==> config.mk <==
export PLATFORM = sky130hd
export DESIGN_NAME = multicycle_control
export DESIGN_NICKNAME = d
export VERILOG_FILES = /design/src/rtl/multicycle_control.sv
export SDC_FILE = /design/constraint.sdc
export NUM_CORES = 1
export LEC_CHECK = 0
export ABC_CLOCK_PERIOD_IN_PS = 2210
export CAP_MARGIN = 20
export CORE_ASPECT_RATIO = 1.2
export CORE_UTILIZATION = 49
export CTS_BUF_LIST = sky130_fd_sc_hd__clkbuf_8
export CTS_CLUSTER_SIZE = 14
export DETAILED_ROUTE_END_ITERATION = 6
export GPL_TIMING_DRIVEN = 1
export PLACE_DENSITY = 0.83
export SETUP_SLACK_MARGIN = 0.1
export SYNTH_ARGS = -nofsm -noshare
export SYNTH_HDL_FRONTEND = slang
export SYNTH_SLANG_ARGS = --single-unit
==> constraint.sdc <==
create_clock -name clk -period 2.21 [get_ports clk]
set_input_delay 0.442 -clock clk [delete_from_list [all_inputs] [get_ports clk]]
set_output_delay 0.442 -clock clk [all_outputs]
set_load 0.02 [all_outputs]
==> src/rtl/multicycle_control.sv <==
// multicycle_control: multi-cycle MIPS controller sequencing fetch/decode/execute/memory/writeback.
// Inputs:  clk, reset (async active-low), run (start from IDLE), op (opcode, read in DECODE),
//          mem_ready (memory access completes this cycle).
// Outputs: per-state datapath controls (pc_write*, iord, mem_*, ir_write, reg_*, alu_*, pc_source),
//          sticky illegal_op / timeout flags, and the current state for debug.
module multicycle_control #(
  parameter int ALUOP_WIDTH = 3,
  parameter int MAX_WAIT = 15
) (
  input  logic                   clk,
  input  logic                   reset,
  input  logic                   run,
  input  logic [5:0]             op,
  input  logic                   mem_ready,
  output logic                   pc_write,
  output logic                   pc_write_eq,
  output logic                   pc_write_ne,
  output logic                   iord,
  output logic                   mem_read,
  output logic                   mem_write,
  output logic                   ir_write,
  output logic                   mem_to_reg,
  output logic [1:0]             reg_dst,
  output logic                   reg_write,
  output logic                   alu_src_a,
  output logic [1:0]             alu_src_b,
  output logic [1:0]             pc_source,
  output logic [ALUOP_WIDTH-1:0] alu_op,
  output logic                   illegal_op,
  output logic                   timeout,
  output logic [3:0]             state
);
  typedef enum logic [3:0] {
    IDLE = 4'd0, FETCH = 4'd1, DECODE = 4'd2, MEM_ADDR = 4'd3, MEM_READ = 4'd4,
    MEM_WB = 4'd5, MEM_WRITE = 4'd6, EXEC_R = 4'd7, R_WB = 4'd8, EXEC_I = 4'd9,
    I_WB = 4'd10, BRANCH = 4'd11, JUMP = 4'd12, JAL = 4'd13, TRAP = 4'd15
  } state_t;
  localparam int CW = MAX_WAIT > 1 ? $clog2(MAX_WAIT) : 1;
  localparam logic [ALUOP_WIDTH-1:0] ALU_ADD = ALUOP_WIDTH'(3'b100);
  localparam logic [ALUOP_WIDTH-1:0] ALU_OR  = ALUOP_WIDTH'(3'b101);
  localparam logic [ALUOP_WIDTH-1:0] ALU_AND = ALUOP_WIDTH'(3'b110);
  localparam logic [ALUOP_WIDTH-1:0] ALU_SUB = ALUOP_WIDTH'(3'b011);
  localparam logic [ALUOP_WIDTH-1:0] ALU_LUI = ALUOP_WIDTH'(3'b010);
  localparam logic [ALUOP_WIDTH-1:0] ALU_R   = ALUOP_WIDTH'(3'b111);
  state_t stateQ, nextState;
  logic [CW-1:0] waitCnt;
  logic [5:0] opQ;
  logic isWait, setIllegal, setTimeout;
  assign state = stateQ;
  always_ff @(posedge clk or negedge reset) begin
    if (!reset) begin
      stateQ <= IDLE;
      waitCnt <= '0;
      opQ <= '0;
      illegal_op <= 1'b0;
      timeout <= 1'b0;
    end else begin
      stateQ <= nextState;
      // counter restarts whenever a wait state is (re)entered; it only runs while stalled in place
      waitCnt <= (isWait && nextState == stateQ) ? waitCnt + 1'b1 : '0;
      if (stateQ == DECODE) opQ <= op;
      illegal_op <= illegal_op | setIllegal;
      timeout <= timeout | setTimeout;
    end
  end
  always_comb begin
    nextState = stateQ;
    setIllegal = 1'b0;
    setTimeout = 1'b0;
    isWait = stateQ inside {FETCH, MEM_READ, MEM_WRITE};
    pc_write = 1'b0;
    pc_write_eq = 1'b0;
    pc_write_ne = 1'b0;
    iord = 1'b0;
    mem_read = 1'b0;
    mem_write = 1'b0;
    ir_write = 1'b0;
    mem_to_reg = 1'b0;
    reg_dst = 2'b00;
    reg_write = 1'b0;
    alu_src_a = 1'b0;
    alu_src_b = 2'b00;
    pc_source = 2'b00;
    alu_op = '0;
    case (stateQ)
      IDLE: nextState = run ? FETCH : IDLE;
      FETCH: begin
        mem_read = 1'b1;
        alu_src_b = 2'b01;
        alu_op = ALU_ADD;
        ir_write = mem_ready;
        pc_write = mem_ready;
        nextState = mem_ready ? DECODE : FETCH;
      end
      DECODE: begin
        alu_src_b = 2'b11;
        alu_op = ALU_ADD;
        case (op)
          6'h00: nextState = EXEC_R;
          6'h08, 6'h0d, 6'h0c, 6'h0f: nextState = EXEC_I;
          6'h23, 6'h2b: nextState = MEM_ADDR;
          6'h04, 6'h05: nextState = BRANCH;
          6'h02: nextState = JUMP;
          6'h03: nextState = JAL;
          default: begin
            nextState = TRAP;
            setIllegal = 1'b1;
          end
        endcase
      end
      MEM_ADDR: begin
        alu_src_a = 1'b1;
        alu_src_b = 2'b10;
        alu_op = ALU_ADD;
        nextState = opQ == 6'h23 ? MEM_READ : MEM_WRITE;
      end
      MEM_READ: begin
        mem_read = 1'b1;
        iord = 1'b1;
        nextState = mem_ready ? MEM_WB : MEM_READ;
      end
      MEM_WB: begin
        reg_write = 1'b1;
        mem_to_reg = 1'b1;
        nextState = FETCH;
      end
      MEM_WRITE: begin
        mem_write = 1'b1;
        iord = 1'b1;
        nextState = mem_ready ? FETCH : MEM_WRITE;
      end
      EXEC_R: begin
        alu_src_a = 1'b1;
        alu_op = ALU_R;
        nextState = R_WB;
      end
      R_WB: begin
        reg_write = 1'b1;
        reg_dst = 2'b01;
        nextState = FETCH;
      end
      EXEC_I: begin
        alu_src_a = 1'b1;
        alu_src_b = 2'b10;
        alu_op = opQ == 6'h0d ? ALU_OR : opQ == 6'h0c ? ALU_AND : opQ == 6'h0f ? ALU_LUI : ALU_ADD;
        nextState = I_WB;
      end
      I_WB: begin
        reg_write = 1'b1;
        nextState = FETCH;
      end
      BRANCH: begin
        alu_src_a = 1'b1;
        alu_op = ALU_SUB;
        pc_source = 2'b01;
        pc_write_eq = opQ == 6'h04;
        pc_write_ne = opQ == 6'h05;
        nextState = FETCH;
      end
      JUMP: begin
        pc_write = 1'b1;
        pc_source = 2'b10;
        nextState = FETCH;
      end
      JAL: begin
        pc_write = 1'b1;
        pc_source = 2'b10;
        reg_write = 1'b1;
        reg_dst = 2'b10;
        nextState = FETCH;
      end
      TRAP: nextState = TRAP;
      default: nextState = IDLE;
    endcase
    // a ready in the last allowed cycle still completes normally
    if (isWait && !mem_ready && waitCnt == CW'(MAX_WAIT - 1)) begin
      nextState = TRAP;
      setTimeout = 1'b1;
    end
  end
endmodule

==> results.toml, run 1 <==
[clock_network]
cts_tree = "yes"
clk_pin_slew_ps = 60
cts_root_buffer = "clkbuf_8"
h-tree-depth = 1
numCtsBuffers = 3
cts_buffer_depth = 2
clk_latency_ps = 260
clkSinkCount = 16
cts_hold_buf = 0

[drt]
drtPass1Iterations = 4
drt-total-wl_um = 3710
drc = 0
routedWlPerCell_um = 16.1
ant_nets = 0
avgViaCountPerCell = 5.74
drt_iter0_drc = 41
via_count = 1326

[min_path]
hold_start = "illegal_op$_DFF_PN0_"
holdPathStages = 1
hp-class = "flip-flop to flip-flop"
hold_path_end = "illegal_op$_DFF_PN0_"

[cells_and_area]
final_cell_mix = "buf_4 (27), nor2_1 (15), dfrtp_1 (14)"
layout_commonest_cell = "buf_4"
antenna_cells = 0
drive_gt1_share_pct = 33.0
nets = 213
synthToLayoutAreaGrowth_pct = 54.8
multi_input_area_um2 = 822
fill_cells = 165
seq_area_um2 = 403

[worst_setup_path]
startpoint_type = "flip-flop"
cp_max_fo = 5
reg2regPathDepth = 7
reg2reg_from = "state[0]$_DFF_PN0_"
critPathArrivalTime_ps = 1610
end_kind = "primary output"
cp.required_ps = 1770
worstSetupPathType = "flip-flop to primary output"
r2r-end = "waitCnt[3]$_DFF_PN0_"
ff2ff_setup_slack_ps = 320

[timing]
fmaxAchievable_mhz = 487
fin_crit_sh_pct = 92.9
tightestPinTransition_ps = 738
hold_ws_ps = 495
finalSetupViolCount = 0
fin_skew_ps = 1.62
finalMaxSlewViolations = 0
final_hold_viol_count = 0
post-route-min-period_ps = 2050
slew_headroom_pct = 50.7
rsz0062_at_grt = "true"
fin_tns_setup_ps = 0

[floorplan]
row_count = 19
fp.dieW_um = 46.9
coreArea_um2 = 2280
die_h_um = 55.8
io_pins = 35
die_area_um2 = 2620
start_util_pct = 51.9

[logic_synthesis]
synth.mux.area_fraction_pct = 7.40
synth_compound_area_share_pct = 17.8
synth-edff-count = 0
synth_xor_area_share_pct = 3.70
synth_top_family_by_area = "simple AND/OR/NAND/NOR gates"
synthArstFlopShare_pct = 100
syn_avg_cell_area_um2 = 8.39
seq_area_frac_synth_pct = 33.8
post_synth_num_cell_types = 47
synthesis.nets = 153
yosysWarnings = 0
synthCells = 141
netlist_area_um2 = 1180
ys_ff_latch = 16
yosys.area_share.adder_pct = 2.96
synth-main-ff-cell = "dfrtp_1"
synth-simple-area-share_pct = 30.0

[power]
power_leakage_nw = 0.830
ir_drop_v = 0.000936
power.density_nw_per_um2 = 1380

[grt]
antenna_found_initial = 0
grt_overflow = 0
grt_usage_pct = 32.2
grt_first_pass_wirelength_um = 6000
grt_max_degree = 17
grt_pass1_vias = 1313

[placement]
port_buffers = 34
dp_hpwl_um = 2690
place_congestion = 0.917

[run_status]
outcome = "finished, final reports clean"

[run]
cap_violations = 0
[worst max-delay path, cell delays in order, from the launching register on]
cell and delay, ps:
dfrtp_1 440, inv_2 90, nor3_4 180, clkdlybuf4s50_1 640
[registers in the layout (all words and copies together), names as in the netlist]
name,count
state,4
illegal_op,1
opQ,6
timeout,1
waitCnt,4
[area by class of cell]
| cell class | instances | area share [%] |
|---|---|---|
| Multi-Input combinational cell | 113 | 44.9 |
| Sequential cell | 16 | 22.0 |
| Clock buffer | 4 | 3.01 |
| Timing Repair Buffer | 61 | 26.8 |
| Inverter | 6 | 1.23 |
| Tap cell | 31 | 2.12 |
[report_power, final]
group | internal, mW | switching (mW) | total [mW]
sequential | 0.402 | 0.138 | 0.541
combinational | 0.776 | 0.947 | 1.72
clock | 0.158 | 0.107 | 0.266
total | 1.34 | 1.19 | 2.53
[how the worst max path moves through the flow]
stage          cells after the start  slack [ps]          startpoint              endpoint
2_1_floorplan                      5         110  state[1]$_DFF_PN0_           pc_write_ne
3_3_place_gp                       7        -260               op[1]  waitCnt[3]$_DFF_PN0_
3_5_place_dp                       7        -350               op[1]  waitCnt[2]$_DFF_PN0_
4_1_cts                            5          20  state[1]$_DFF_PN0_           pc_write_ne
5_1_grt                            7         100               op[3]  waitCnt[3]$_DFF_PN0_
6_report                           3         160  state[1]$_DFF_PN0_          pc_source[0]
[stage by stage]
stage                     cell area (um^2)  total power, mW  instances  worst slack [ps]  utilization [%]
after global routing                  1830             2.68        231              97.7             80.3
after global placement                1760             2.17        224              -256             77.3
final                                 1830             2.53        231               158             80.3
after CTS                             1830             2.50        229              21.5             80.4
after floorplan                       1220             1.48        141               105                -
after detailed placement              1760             2.22        224              -351             77.3
[layer usage]
metal  wire length [um]  global-route usage, %
met1               1580                   42.4
met2               1850                   50.0
met3                160                   2.92
met4                127                   18.4
met5                  0                      0
[synth_stat cells (all sizes together), types with 2 or more instances]
cell	n	area (um^2)
dfrtp	16	400
nor2	16	60.1
nand2	10	37.5
o21ai	10	50.1
nand3	7	35.0
inv	6	22.5
mux2	6	67.6
nand2b	6	37.5
nor3	6	40.0
a21oi	5	25.0
nor4	4	25.0
xnor2	4	35.0
buf	3	17.5
clkbuf	3	11.3
a21boi	2	15.0
a21o	2	16.3
and3	2	12.5
ha	2	25.0
mux2i	2	20.0
nand4b	2	17.5
nor2b	2	12.5
o21bai	2	15.0
o31ai	2	15.0
or4	2	15.0
[cells by family (layout without fill, tap and decap cells)]
| logic type | Yosys count | after routing |
|---|---|---|
| AND/OR/NAND/NOR | 65 | 65 |
| multiplexers | 8 | 8 |
| adder cells (fa/ha/maj) | 3 | 3 |
| flip-flops | 16 | 16 |
| buffers and inverters | 12 | 71 |
| XOR/XNOR | 5 | 5 |
| AO/OA/AOI/OAI | 32 | 32 |
[repair_timing]
item	CTS	global route
setup endpoints to repair	22	8
setup buffers	1	2
resized for setup	53	12
endpoints found under the hold margin	0	0
pin swaps	6	2
(Power assumes the default switching activity.)
==> inputs of run 2 (changes only) <==
--- a/config.mk
+++ b/config.mk
@@ -5,7 +5,7 @@
 export SDC_FILE = /design/constraint.sdc
 export NUM_CORES = 1
 export LEC_CHECK = 0
-export ABC_CLOCK_PERIOD_IN_PS = 2210
+export ABC_CLOCK_PERIOD_IN_PS = 1900
 export CAP_MARGIN = 20
 export CORE_ASPECT_RATIO = 1.2
 export CORE_UTILIZATION = 49
==> constraint.sdc (replaced) <==
create_clock -name clk -period 1.9 [get_ports clk]
set_input_delay 0.38 -clock clk [delete_from_list [all_inputs] [get_ports clk]]
set_output_delay 0.38 -clock clk [all_outputs]
set_load 0.02 [all_outputs]
==> results.toml, run 2 <==
[timing]
crit_endpoint = "waitCnt[2]$_DFF_PN0_/D"
endpoint_type = "register data pin"

[logic_synthesis]
synthDominantCellAreaShare_pct = 33.8
synthArstFlopShare_pct = 100
post_synth_num_cell_types = 47
synth_common_cells = "dfrtp_1 (16), nor2_1 (16), nand2_1 (10), o21ai_0 (10), nand3_1 (7)"
synth_compound_area_share_pct = 17.8
seq_area_frac_synth_pct = 33.8
yosys.area_share.adder_pct = 2.96
yosysTopAreaCell = "dfrtp_1"
synthCells = 141
synth.mux.area_fraction_pct = 7.40
synth-edff-count = 0
synth_xor_area_share_pct = 3.70
ys_ff_latch = 16
synth_area_leaders = "dfrtp_1 (34%), mux2_2 (5.7%), nor2_1 (5.1%), o21ai_0 (4.2%), nand2_1 (3.2%)"
syn_avg_cell_area_um2 = 8.39
synth-main-ff-cell = "dfrtp_1"
synth-simple-area-share_pct = 30.0
yosysWarnings = 0
netlist_area_um2 = 1180
synthesis.nets = 153
synth_top_family_by_area = "simple AND/OR/NAND/NOR gates"

[placement]
port_buffers = 34
place_congestion = 0.888
dp_hpwl_um = 2900
placed_area_um2 = 1850

[clock_network]
cts_root_buffer = "clkbuf_8"
h-tree-depth = 1
numCtsBuffers = 3
clkSinkCount = 16
cts_buffer_depth = 2

[grt]
grt_max_degree = 17

[run_status]
stop_stage = "5_1_grt"
outcome = "stopped before the end"
error_line = "[ERROR DPL-0038] Utilization greater than 100%, impossible to legalize"

[floorplan]
fp.dieW_um = 46.9
die_h_um = 55.8
row_count = 19
io_pins = 35
start_util_pct = 51.9
[run 2: kinds of logic after synthesis]
logic type / after synthesis
xor gates and xnor gates: 5
DFF: 16
and+or+nand+nor: 65
muxes: 8
adders and majority gates: 3
AOI/OAI and AO/OA: 32
buffers and inverters: 12
[run 2: what timing repair did]
action,CTS
pin swaps,14
endpoints found under the setup margin,29
setup buffers,6
resized for setup,129
hold buffers,0
[run 2: per-stage QoR]
stage	util, %	setup TNS (ps)	hold slack [ps]	instances	worst slack, ps
after floorplan	-	-117	84.4	141	-94.7
after global placement	81.0	-3860	451	236	-508
after detailed placement	81.0	-4860	452	236	-583
after CTS	88.4	-343	449	246	-97.9
==> inputs of run 3 (changes only) <==
==> config.mk (replaced) <==
export PLATFORM = sky130hd
export DESIGN_NAME = multicycle_control
export DESIGN_NICKNAME = d
export VERILOG_FILES = /design/src/rtl/multicycle_control.sv
export SDC_FILE = /design/constraint.sdc
export NUM_CORES = 1
export LEC_CHECK = 0
export ABC_CLOCK_PERIOD_IN_PS = 1900
export CAP_MARGIN = 20
export CORE_AREA = 2 2 63 65
export DETAILED_ROUTE_END_ITERATION = 6
export DIE_AREA = 0 0 65 67
export GPL_TIMING_DRIVEN = 1
export PLACE_DENSITY_LB_ADDON = 0.15
export SYNTH_ARGS = -nofsm -noshare
export SYNTH_HDL_FRONTEND = slang
export SYNTH_SLANG_ARGS = --single-unit
==> results.toml, run 3 (synthesis results as in run 1) <==
[drt]
routedWlPerCell_um = 14.1
drt_iter0_drc = 54
ant_nets = 0
via_count = 1367
wl_met2_um = 1820
drt-total-wl_um = 3760
dr.max_layer_used = "met4"
drc = 0
avgViaCountPerCell = 5.14
m1WireLength_um = 1710
drtPass1Iterations = 4
met3WireLength_um = 128

[timing]
fin_ws_ps = -54.3
fin_skew_ps = 1.52
final_hold_viol_count = 0
finalSetupViolCount = 3
rsz0062_at_grt = "true"
tightestPinTransition_ps = 556
finalMaxSlewViolations = 0
fmaxAchievable_mhz = 512
hold_ws_ps = 444
post-route-min-period_ps = 1950
fin_crit_sh_pct = 103
slew_headroom_pct = 62.9

[floorplan]
die_h_um = 67
fp.dieW_um = 65
start_util_pct = 32.8
io_pins = 35
die_area_um2 = 4360
coreArea_um2 = 3610
row_count = 22

[worst_setup_path]
max_stage_delay_ps = 520
reg2reg_from = "state[0]$_DFF_PN0_"
worstSetupPathType = "input port to flip-flop"
ff2ff_setup_slack_ps = -30
startpoint_type = "input port"
cp.required_ps = 2050
reg2regPathDepth = 9
worst-path-buf-inv = 1
crit_cells = 7
end_kind = "flip-flop"
cp_slowest_cell = "or4_4"
r2r-end = "waitCnt[3]$_DFF_PN0_"
critPathArrivalTime_ps = 2110
cp_max_fo = 4
critPathTopFamily = "simple AND/OR/NAND/NOR gates"
startpoint = "op[2]"
cp_cell_sequence = "buf_2, or3b_4, or4_4, o2bb2ai_4, nor3_4, xnor2_2, nor4_2"
crit_end = "waitCnt[3]$_DFF_PN0_"

[cells_and_area]
multi_input_area_um2 = 897
largest_register_ff_count = 6
drive_gt1_share_pct = 49.5
final_cell_mix = "buf_4 (43), dfrtp_1 (13), nor2_1 (11)"
seq_area_um2 = 404
instances_no_fill = 266
synthToLayoutAreaGrowth_pct = 76.0
design_area_um2 = 2080
layout_commonest_cell = "buf_4"
nets = 231
antenna_cells = 0
top_register = "opQ"
fill_cells = 325

[grt]
grt_pass1_vias = 1397
grt_usage_pct = 18.6
grt_max_degree = 17
grt_overflow = 0
antenna_found_initial = 0
grt_first_pass_wirelength_um = 6290

[clock_network]
clk_latency_ps = 250
clkSinkCount = 16
cts_tree = "yes"
cts_root_buffer = "clkbuf_8"
cts_buffer_depth = 2
h-tree-depth = 1
numCtsBuffers = 3
clk_pin_slew_ps = 60

[placement]
port_buffers = 34
place_inst = 258
dp_slack_ps = -616
dp_hpwl_um = 2820
placed_area_um2 = 1900
place_congestion = 0.796

[run_status]
violations = "setup timing"
outcome = "complete, but fails checks"

[power]
p_sw_mw = 1.49
swShare_pct = 44.9
clkPwrFrac_pct = 9.0
power_leakage_nw = 0.969
intPower_mw = 1.83
pwr-share-seq_pct = 17.9
fin_total_pwr_mw = 3.32
power.density_nw_per_um2 = 1590
ir_drop_v = 0.000676
combinationalPowerShare_pct = 73.0

[run]
cap_violations = 0

[min_path]
hp-class = "input port to asynchronous set/reset pin"
## run 3: per-layer routing
metal  GRT usage [%]  vias to the layer above
met5               0                        -
met4            9.04                        0
met3            2.03                       10
met2            32.6                       35
met1            22.5                      656
li1                -                      666
## run 3: layout make-up
| type | count | area share, % |
|---|---|---|
| clock buffers | 4 | 2.64 |
| inverters | 6 | 1.08 |
| multi-input cells | 113 | 43.1 |
| flip-flops and latches | 16 | 19.4 |
| well taps | 48 | 2.88 |
| repair buffers | 79 | 30.9 |
## run 3: how the worst min path moves through the flow
stage,to,depth (start not counted)
detailed placement,illegal_op$_DFF_PN0_,1
global route,waitCnt[2]$_DFF_PN0_,2
finish,waitCnt[3]$_DFF_PN0_,2
floorplan,illegal_op$_DFF_PN0_,0
global placement,illegal_op$_DFF_PN0_,1
CTS,waitCnt[3]$_DFF_PN0_,2
## run 3: power groups by stage
stage / clock network [mW] / logic, mW / registers, mW
6_report: 0.300 / 2.42 / 0.595
5_1_grt: 0.323 / 2.61 / 0.615
4_1_cts: 0.310 / 2.32 / 0.585
3_5_place_dp: 0 / 2.18 / 0.585
3_3_place_gp: 0 / 2.16 / 0.582
2_1_floorplan: 0 / 1.10 / 0.658
## run 3: timing repair
action,4_1_cts,5_1_grt
endpoints found under the setup margin,25,31
hold buffers,0,0
resized for setup,91,35
hold endpoints to repair,0,0
pin swaps,7,8
setup buffers,3,2
## run 3: per-stage QoR
stage	TNS [ps]	utilization, %
6_report	-118	57.8
5_1_grt	-458	57.8
4_1_cts	-229	56.5
3_5_place_dp	-4720	52.8
3_3_place_gp	-4150	52.8
2_1_floorplan	-117	-
==> inputs of run 4 (changes only) <==
==> constraint.sdc (replaced) <==
create_clock -name clk -period 1.9 [get_ports clk]
set_input_delay 0.38 -clock clk [delete_from_list [all_inputs] [get_ports clk]]
set_output_delay 0.38 -clock clk [all_outputs]
set_load 0.05 [all_outputs]
==> results.toml, run 4 (synthesis results as in run 1) <==
[placement]
place_inst = 247
port_buffers = 34
placed_area_um2 = 2050
place_congestion = 0.847
dp_hpwl_um = 2940
dp_slack_ps = -559

[power]
p_sw_mw = 2.14
swShare_pct = 49.0
intPower_mw = 2.23
ir_drop_v = 0.000998
power.density_nw_per_um2 = 1850
fin_total_pwr_mw = 4.37
combinationalPowerShare_pct = 78.8
power_leakage_nw = 0.999
clkPwrFrac_pct = 6.8
pwr-share-seq_pct = 14.4

[run_status]
violations = "setup timing"
outcome = "complete, but fails checks"

[cells_and_area]
antenna_cells = 0
instances_no_fill = 263
postLayoutCoreUtil_pct = 65.4
final_cell_mix = "buf_4 (43), buf_12 (20), dfrtp_1 (12)"
layout_commonest_cell = "buf_4"
nets = 228
largest_register_ff_count = 6
design_area_um2 = 2360
top_register = "opQ"
drive_gt1_share_pct = 57.7
synthToLayoutAreaGrowth_pct = 99.3

[worst_setup_path]
end_kind = "primary output"
cp.required_ps = 1520
cp_slowest_cell = "dfrtp_2"
startpoint_type = "flip-flop"
worstSetupPathType = "flip-flop to primary output"
critPathTopFamily = "simple AND/OR/NAND/NOR gates"
cp_max_fo = 2
max_stage_delay_ps = 410
path_common_cell = "nor3_4"
cp_cell_sequence = "inv_2, nand2_4, nor3_4, nand4b_1, nor3_4, buf_12"
worst-path-buf-inv = 2
critPathArrivalTime_ps = 1610

[timing]
finalSetupViolCount = 4
slew_headroom_pct = 62.4
final_hold_viol_count = 0
fin_tns_setup_ps = -242
post-route-min-period_ps = 1990
hold_ws_ps = 451
rsz0062_at_grt = "true"
fin_crit_sh_pct = 105
fin_skew_ps = 4.70
finalMaxSlewViolations = 0
fin_ws_ps = -90.6
fmaxAchievable_mhz = 502
tightestPinTransition_ps = 563

[floorplan]
die_h_um = 67
fp.dieW_um = 65
coreArea_um2 = 3610
row_count = 22
die_area_um2 = 4360
io_pins = 35
start_util_pct = 32.8

[clock_network]
cts_tree = "yes"
h-tree-depth = 1
clk_pin_slew_ps = 60
clk_latency_ps = 250
clkSinkCount = 16
numCtsBuffers = 3
cts_hold_buf = 0
cts_root_buffer = "clkbuf_8"
cts_buffer_depth = 2

[grt]
grt_pass1_vias = 1367
grt_overflow = 0
grt_first_pass_wirelength_um = 6250
grt_max_degree = 17
grt_usage_pct = 18.6
antenna_found_initial = 0

[drt]
dr.max_layer_used = "met4"
met3WireLength_um = 172
drt-total-wl_um = 4020
drc = 0
avgViaCountPerCell = 5.34
ant_nets = 0
m1WireLength_um = 1670
wl_met2_um = 2150
routedWlPerCell_um = 15.3
drt_iter0_drc = 55
drtPass1Iterations = 4
via_count = 1405

[min_path]
hp-class = "input port to asynchronous set/reset pin"

[run]
cap_violations = 0
## run 4: changes by cell type in the layout (fill, tap and decap cells not counted), sizes merged
cell / change
dlygate4sd2: -2
clkbuf: -6
buf: +13
clkdlybuf4s15: -2
clkdlybuf4s50: -4
dlymetal6s2s: -2
## run 4: worst paths after layout
| kind | startpoint | end | slack, ps | depth (start not counted) |
|---|---|---|---|---|
| min in group clk | illegal_op$_DFF_PN0_ | illegal_op$_DFF_PN0_ | 480 | 1 |
| min reg2reg | illegal_op$_DFF_PN0_ | illegal_op$_DFF_PN0_ | 480 | 1 |
| max in group asynchronous | reset | state[2]$_DFF_PN0_ | 1240 | 2 |
| max reg2reg | state[0]$_DFF_PN0_ | waitCnt[2]$_DFF_PN0_ | 70 | 8 |
| min | reset | waitCnt[1]$_DFF_PN0_ | 450 | 2 |
| max | state[2]$_DFF_PN0_ | pc_write_eq | -90 | 6 |
## run 4: timing repair
| item | in CTS | in global routing |
|---|---|---|
| endpoints found under the setup margin | 13 | 14 |
| pin swaps | 13 | 12 |
| setup buffers | 6 | 6 |
| gates resized for setup | 39 | 17 |
## run 4: area by class of cell
class	count	area [um^2]
clock buffers	4	55.1
flip-flops and latches	16	405
fillers	286	1250
well taps	48	60.1
inverters	6	25.0
repair buffers	76	858
multi-input cells	113	955
## run 4: power groups by stage
stage	registers [mW]	logic [mW]	clock network (mW)
after floorplan	0.769	1.55	0
after global placement	0.630	2.89	0
after detailed placement	0.643	2.94	0
after CTS	0.619	3.25	0.303
after global routing	0.649	3.61	0.315
final	0.629	3.44	0.296
## run 4: routing by layer
layer | GRT usage [%] | up-vias
met5 | 0 | -
li1 | - | 665
met4 | 5.85 | 0
met1 | 21.1 | 690
met2 | 35.4 | 46
met3 | 2.70 | 4
